### src/rtl/coax_transaction_sequencer.sv
// coax_transaction_sequencer: runs one command/response coax transaction over buffered TX/RX paths
// Host side:  abort, cmd_valid/cmd_ready/cmd_data/cmd_last in, rsp_valid/rsp_ready/rsp_data out,
//             busy, done_strobe and status (0 OK, 1 TIMEOUT, 2 RX_ERROR, 3 ABORTED) out.
// TX buffer:  tx_reset, tx_data, tx_load_strobe, tx_start_strobe out; tx_full, tx_active in.
// RX buffer:  rx_reset, rx_read_strobe out; rx_active, rx_error, rx_data, rx_empty in.
module coax_transaction_sequencer #(
    parameter int CLOCKS_PER_BIT   = 16,
    parameter int RESPONSE_TIMEOUT = 5 * 12 * CLOCKS_PER_BIT,
    parameter int COUNTER_WIDTH    = 16
) (
    input  logic       clk,
    input  logic       reset,
    input  logic       abort,
    input  logic       cmd_valid,
    output logic       cmd_ready,
    input  logic [9:0] cmd_data,
    input  logic       cmd_last,
    output logic       rsp_valid,
    input  logic       rsp_ready,
    output logic [9:0] rsp_data,
    output logic       busy,
    output logic       done_strobe,
    output logic [1:0] status,
    output logic       tx_reset,
    output logic [9:0] tx_data,
    output logic       tx_load_strobe,
    output logic       tx_start_strobe,
    input  logic       tx_full,
    input  logic       tx_active,
    output logic       rx_reset,
    input  logic       rx_active,
    input  logic       rx_error,
    input  logic [9:0] rx_data,
    output logic       rx_read_strobe,
    input  logic       rx_empty
);
    localparam logic [2:0] IDLE        = 3'd0;
    localparam logic [2:0] LOAD        = 3'd1;
    localparam logic [2:0] START       = 3'd2;
    localparam logic [2:0] WAIT_TX_ON  = 3'd3;
    localparam logic [2:0] WAIT_TX_OFF = 3'd4;
    localparam logic [2:0] WAIT_RX     = 3'd5;
    localparam logic [2:0] RECEIVE     = 3'd6;
    localparam logic [2:0] FINISH      = 3'd7;
    localparam logic [1:0] ST_OK       = 2'd0;
    localparam logic [1:0] ST_TIMEOUT  = 2'd1;
    localparam logic [1:0] ST_RX_ERROR = 2'd2;
    localparam logic [1:0] ST_ABORTED  = 2'd3;
    localparam logic [COUNTER_WIDTH-1:0] TIMEOUT_LAST = COUNTER_WIDTH'(RESPONSE_TIMEOUT - 1);

    logic [2:0]               state;
    logic [COUNTER_WIDTH-1:0] count;
    logic                     pop_wait;
    logic                     kill;
    logic                     accept;

    // FINISH is already the completion cycle, so an abort there cannot start a second one
    assign kill            = abort && state != IDLE && state != FINISH;
    assign cmd_ready       = state == LOAD && !tx_full && !abort;
    assign accept          = cmd_valid && cmd_ready;
    assign tx_load_strobe  = accept;
    assign tx_data         = accept ? cmd_data : '0;
    assign tx_start_strobe = state == START && !abort;
    // pop_wait hides the stale head for the cycle the RX buffer needs after a pop
    assign rsp_valid       = state == RECEIVE && !rx_empty && !pop_wait && !rx_error && !abort;
    assign rsp_data        = rsp_valid ? rx_data : '0;
    assign rx_read_strobe  = rsp_valid && rsp_ready;
    assign busy            = state != IDLE;
    assign done_strobe     = state == FINISH;
    assign tx_reset        = kill;
    // aborts flush in the abort cycle itself, so FINISH only flushes for timeout/rx error
    assign rx_reset        = kill || (state == IDLE && cmd_valid) ||
                             (state == FINISH && (status == ST_TIMEOUT || status == ST_RX_ERROR));

    always_ff @(posedge clk) begin
        if (reset) begin
            state    <= IDLE;
            count    <= '0;
            pop_wait <= 1'b0;
            status   <= ST_OK;
        end else if (kill) begin
            state    <= FINISH;
            status   <= ST_ABORTED;
            pop_wait <= 1'b0;
        end else begin
            pop_wait <= rx_read_strobe;
            case (state)
                IDLE:        if (cmd_valid) state <= LOAD;
                LOAD:        if (accept && cmd_last) state <= START;
                START:       state <= WAIT_TX_ON;
                WAIT_TX_ON:  if (tx_active) state <= WAIT_TX_OFF;
                WAIT_TX_OFF: if (!tx_active) begin
                    state <= WAIT_RX;
                    count <= '0;
                end
                WAIT_RX: begin
                    count <= count + 1'b1;
                    if (rx_active) begin
                        state <= RECEIVE;
                    end else if (rx_error) begin
                        state  <= FINISH;
                        status <= ST_RX_ERROR;
                    end else if (count == TIMEOUT_LAST) begin
                        state  <= FINISH;
                        status <= ST_TIMEOUT;
                    end
                end
                RECEIVE: begin
                    if (rx_error) begin
                        state  <= FINISH;
                        status <= ST_RX_ERROR;
                    end else if (!rx_active && rx_empty && !pop_wait) begin
                        state  <= FINISH;
                        status <= ST_OK;
                    end
                end
                FINISH:  state <= IDLE;
                default: state <= IDLE;
            endcase
        end
    end
endmodule

### config.mk
export PLATFORM = sky130hd
export DESIGN_NAME = coax_transaction_sequencer
export DESIGN_NICKNAME = d
export VERILOG_FILES = /design/src/rtl/coax_transaction_sequencer.sv
export SDC_FILE = /design/constraint.sdc
export NUM_CORES = 1
export LEC_CHECK = 0
export ABC_CLOCK_PERIOD_IN_PS = 1960
export CORE_MARGIN = 1
export CORE_UTILIZATION = 35
export CTS_CLUSTER_SIZE = 14
export DETAILED_ROUTE_END_ITERATION = 16
export PLACE_DENSITY = 0.7
export SLEW_MARGIN = 20
export SYNTH_ARGS = -nofsm -noshare
export SYNTH_HDL_FRONTEND = slang
export SYNTH_SLANG_ARGS = --single-unit
export TNS_END_PERCENT = 20
### constraint.sdc
create_clock -name clk -period 1.96 [get_ports clk]
set_input_delay 0.392 -clock clk [delete_from_list [all_inputs] [get_ports clk]]
set_output_delay 0.392 -clock clk [all_outputs]
set_load 0.03 [all_outputs]
==> impl_metrics.ini <==
[setup_path]
slowest_delay_ns = 0.53
crit_chain = or4_1 > or4_4 > a31oi_4 > nand3_1 > o221a_1
crit_arrival_ns = 2.25
startpoint_type = flip-flop
cpMaxStageDelayCell = or4_1
crit_required_ns = 2.11
end_kind = flip-flop
critPathMaxFanout = 2
path_class = reg -> reg

[logic_synthesis]
syn_inst = 186
synth-edff-count = 0
syn-cell-area_sq_mm = 0.00149
avgSynthCellArea_sq_um = 7.98
synth_top_area_share_pct = 29.7
synth_ff_type = dfxtp_1
synth_top_area_cell = dfxtp_1
ys_ff_latch = 22
async_flop_share_pct = 0
synth_area_leaders = dfxtp_1 (30%), and2_1 (5.5%), and3_1 (5.1%)
ys_types = 47
synth_warnings = 0
ys_seq_area_share_pct = 29.7
synth_nets = 222

[route]
postRouteAntennaNets = 0
drt_iter0_drc = 74
wl_mm = 4.72
drc = 0
vias = 1709
first_pass_iters = 4
wl_per_cell_microns = 14.1
vias_per_cell = 5.09

[timing]
setup_viol = 36
min_period_ns = 2.10
max_slew.worst_pin.slew_ns = 0.331
setup_slack_ns = -0.139
slew_viol_final = 0
rsz0062_at_grt = true
fin_skew_ns = 0.00591
period_share_pct = 107
final_hold_viol_count = 0
slew_headroom_pct = 77.8
timing.fmax_mhz = 476

[placed_design]
placed_cells = 326
dpl_cell_area_sq_mm = 0.00239
gp_congestion = 0.894
port_buffers = 61
dp_hpwl_mm = 3.44

[global_route]
grt_first_pass_wirelength_mm = 6.77
gr-total-overflow = 0
first_global_vias = 1553
grtUsageTotal_pct = 19.7
antenna_found_initial = 0
grt_max_degree = 16

[status]
outcome = complete, but fails checks
violations = setup timing

[job]
cap_violations = 0

[finish]
final_cell_mix = buf_4 (42), clkdlybuf4s50_1 (29), buf_6 (25), nor2_1 (20), dfxtp_1 (20)
drive_gt1_share_pct = 43.7
final_common_cell = buf_4
multi_input_area_sq_mm = 0.00112
num-nets-final = 323
num-fill-cells = 322
fin_cells = 336
ff_latch_area_sq_um = 448
num_antenna_cells = 0
syn_to_final_growth_pct = 82.8
postLayoutCellArea_sq_mm = 0.00272

[min_path]
hold_class = reg -> reg

[die]
die_area_sq_mm = 0.00451
rows = 23
num_io_pins = 62
start_util_pct = 36.9
die_y_microns = 67.1
die_w_microns = 67.1
core_area_sq_mm = 0.00403

[clock_network]
path_clk_slew_ns = 0.08
clkSinkCount = 22
cts_root_buffer = clkbuf_8
cts-buffers-inserted = 3
htree_levels = 1
cts_buffer_depth = 2
cts_tree = done
cts_hold_buf = 0
clkLatencyLatePin_ns = 0.26

[power_and_ir_drop]
p_leak_nw = 1.15
ir_drop_v = 0.000404
p_per_area_mw_per_mm2 = 856
==> layer usage <==
| metal | wire [microns] | GRT usage [%] | vias up |
|---|---|---|---|
| li1 | - | - | 855 |
| met1 | 1860 | 21.4 | 774 |
| met2 | 2310 | 36.1 | 70 |
| met3 | 470 | 4.90 | 10 |
| met4 | 89 | 7.98 | 0 |
| met5 | 0 | 0 | - |
==> per-stage QoR <==
step	power, mW	utilization [%]	setup TNS (ns)	setup slack, ns	hold slack (ns)
after global placement	1.72	59.4	-7.30	-0.293	0.502
after global routing	2.46	67.4	-5.29	-0.204	0.558
after floorplan	1.27	-	-0.425	-0.0319	0.464
after detailed placement	1.73	59.4	-7.69	-0.302	0.509
final	2.32	67.4	-2.47	-0.139	0.529
after CTS	2.27	65.5	-2.17	-0.160	0.533
==> Yosys cell counts, types with 2 or more instances <==
cell       n
nand3_1    5
or4_1      2
xnor2_1    7
mux2i_1    2
clkbuf_1   5
inv_1     16
o21ai_0    5
a21oi_1    8
ha_1       5
xor2_1     5
o221ai_1   2
nand2_1   14
nand4_1    4
nor2_1    20
o221a_1    2
nor3_1     6
nor4_1     2
and2_1    13
dfxtp_1   22
and3_1    12
or3_1      3
==> layout make-up <==
type / count / area share [%]
Multi-Input combinational cell: 142 / 41.2
Timing Repair Buffer: 102 / 34.9
Sequential cell: 22 / 16.5
Inverter: 16 / 2.49
Tap cell: 50 / 2.30
Clock buffer: 3 / 1.52
Clock inverter: 1 / 1.11
==> kinds of logic (layout without fill, tap and decap cells) <==
| kind of cell | after synthesis | in the layout | synth area share (%) |
|---|---|---|---|
| AND/OR/NAND/NOR | 95 | 95 | 37.2 |
| AO/OA/AOI/OAI | 28 | 28 | 14.4 |
| flip-flops | 22 | 22 | 29.7 |
| buffers and inverters | 22 | 122 | 6.07 |
| XOR/XNOR | 12 | 12 | 7.08 |
| adder cells (fa/ha/maj) | 5 | 5 | 4.21 |
| multiplexers | 2 | 2 | 1.35 |
==> where the power goes <==
group          switching (mW)  leakage [nW]  internal (mW)  total (mW)
sequential             0.0642         0.179          0.507       0.571
clock                   0.143        0.0357          0.273       0.416
combinational           0.702         0.934          0.636        1.34
total                   0.909          1.15           1.42        2.32
==> state kept, by name, summed over array words and instances, names as in the netlist <==
register,count
count,16
pop_wait,1
state,3
status,2
==> worst paths after layout <==
check / startpoint / end / slack [ns] / depth (start not counted)
setup reg to reg: count[14] / state[1] / -0.14 / 5
hold reg to reg: count[15] / count[15] / 0.53 / 2
hold / removal: count[15] / count[15] / 0.53 / 2
setup / recovery: count[14] / state[1] / -0.14 / 5
==> critical path, delay by kind of cell (launching register included) <==
kind            cells  cell delay [ns]
simple gates        3             1.18
compound gates      2             0.47
flops               1             0.32
==> timing repair <==
item                                    in CTS  in global routing
endpoints found under the setup margin      39                 40
buffers inserted                             3                  1
cloned                                       1                  1
pin swaps                                   13                  2
gates resized for setup                     44                 21
(Power assumes the default switching activity.)
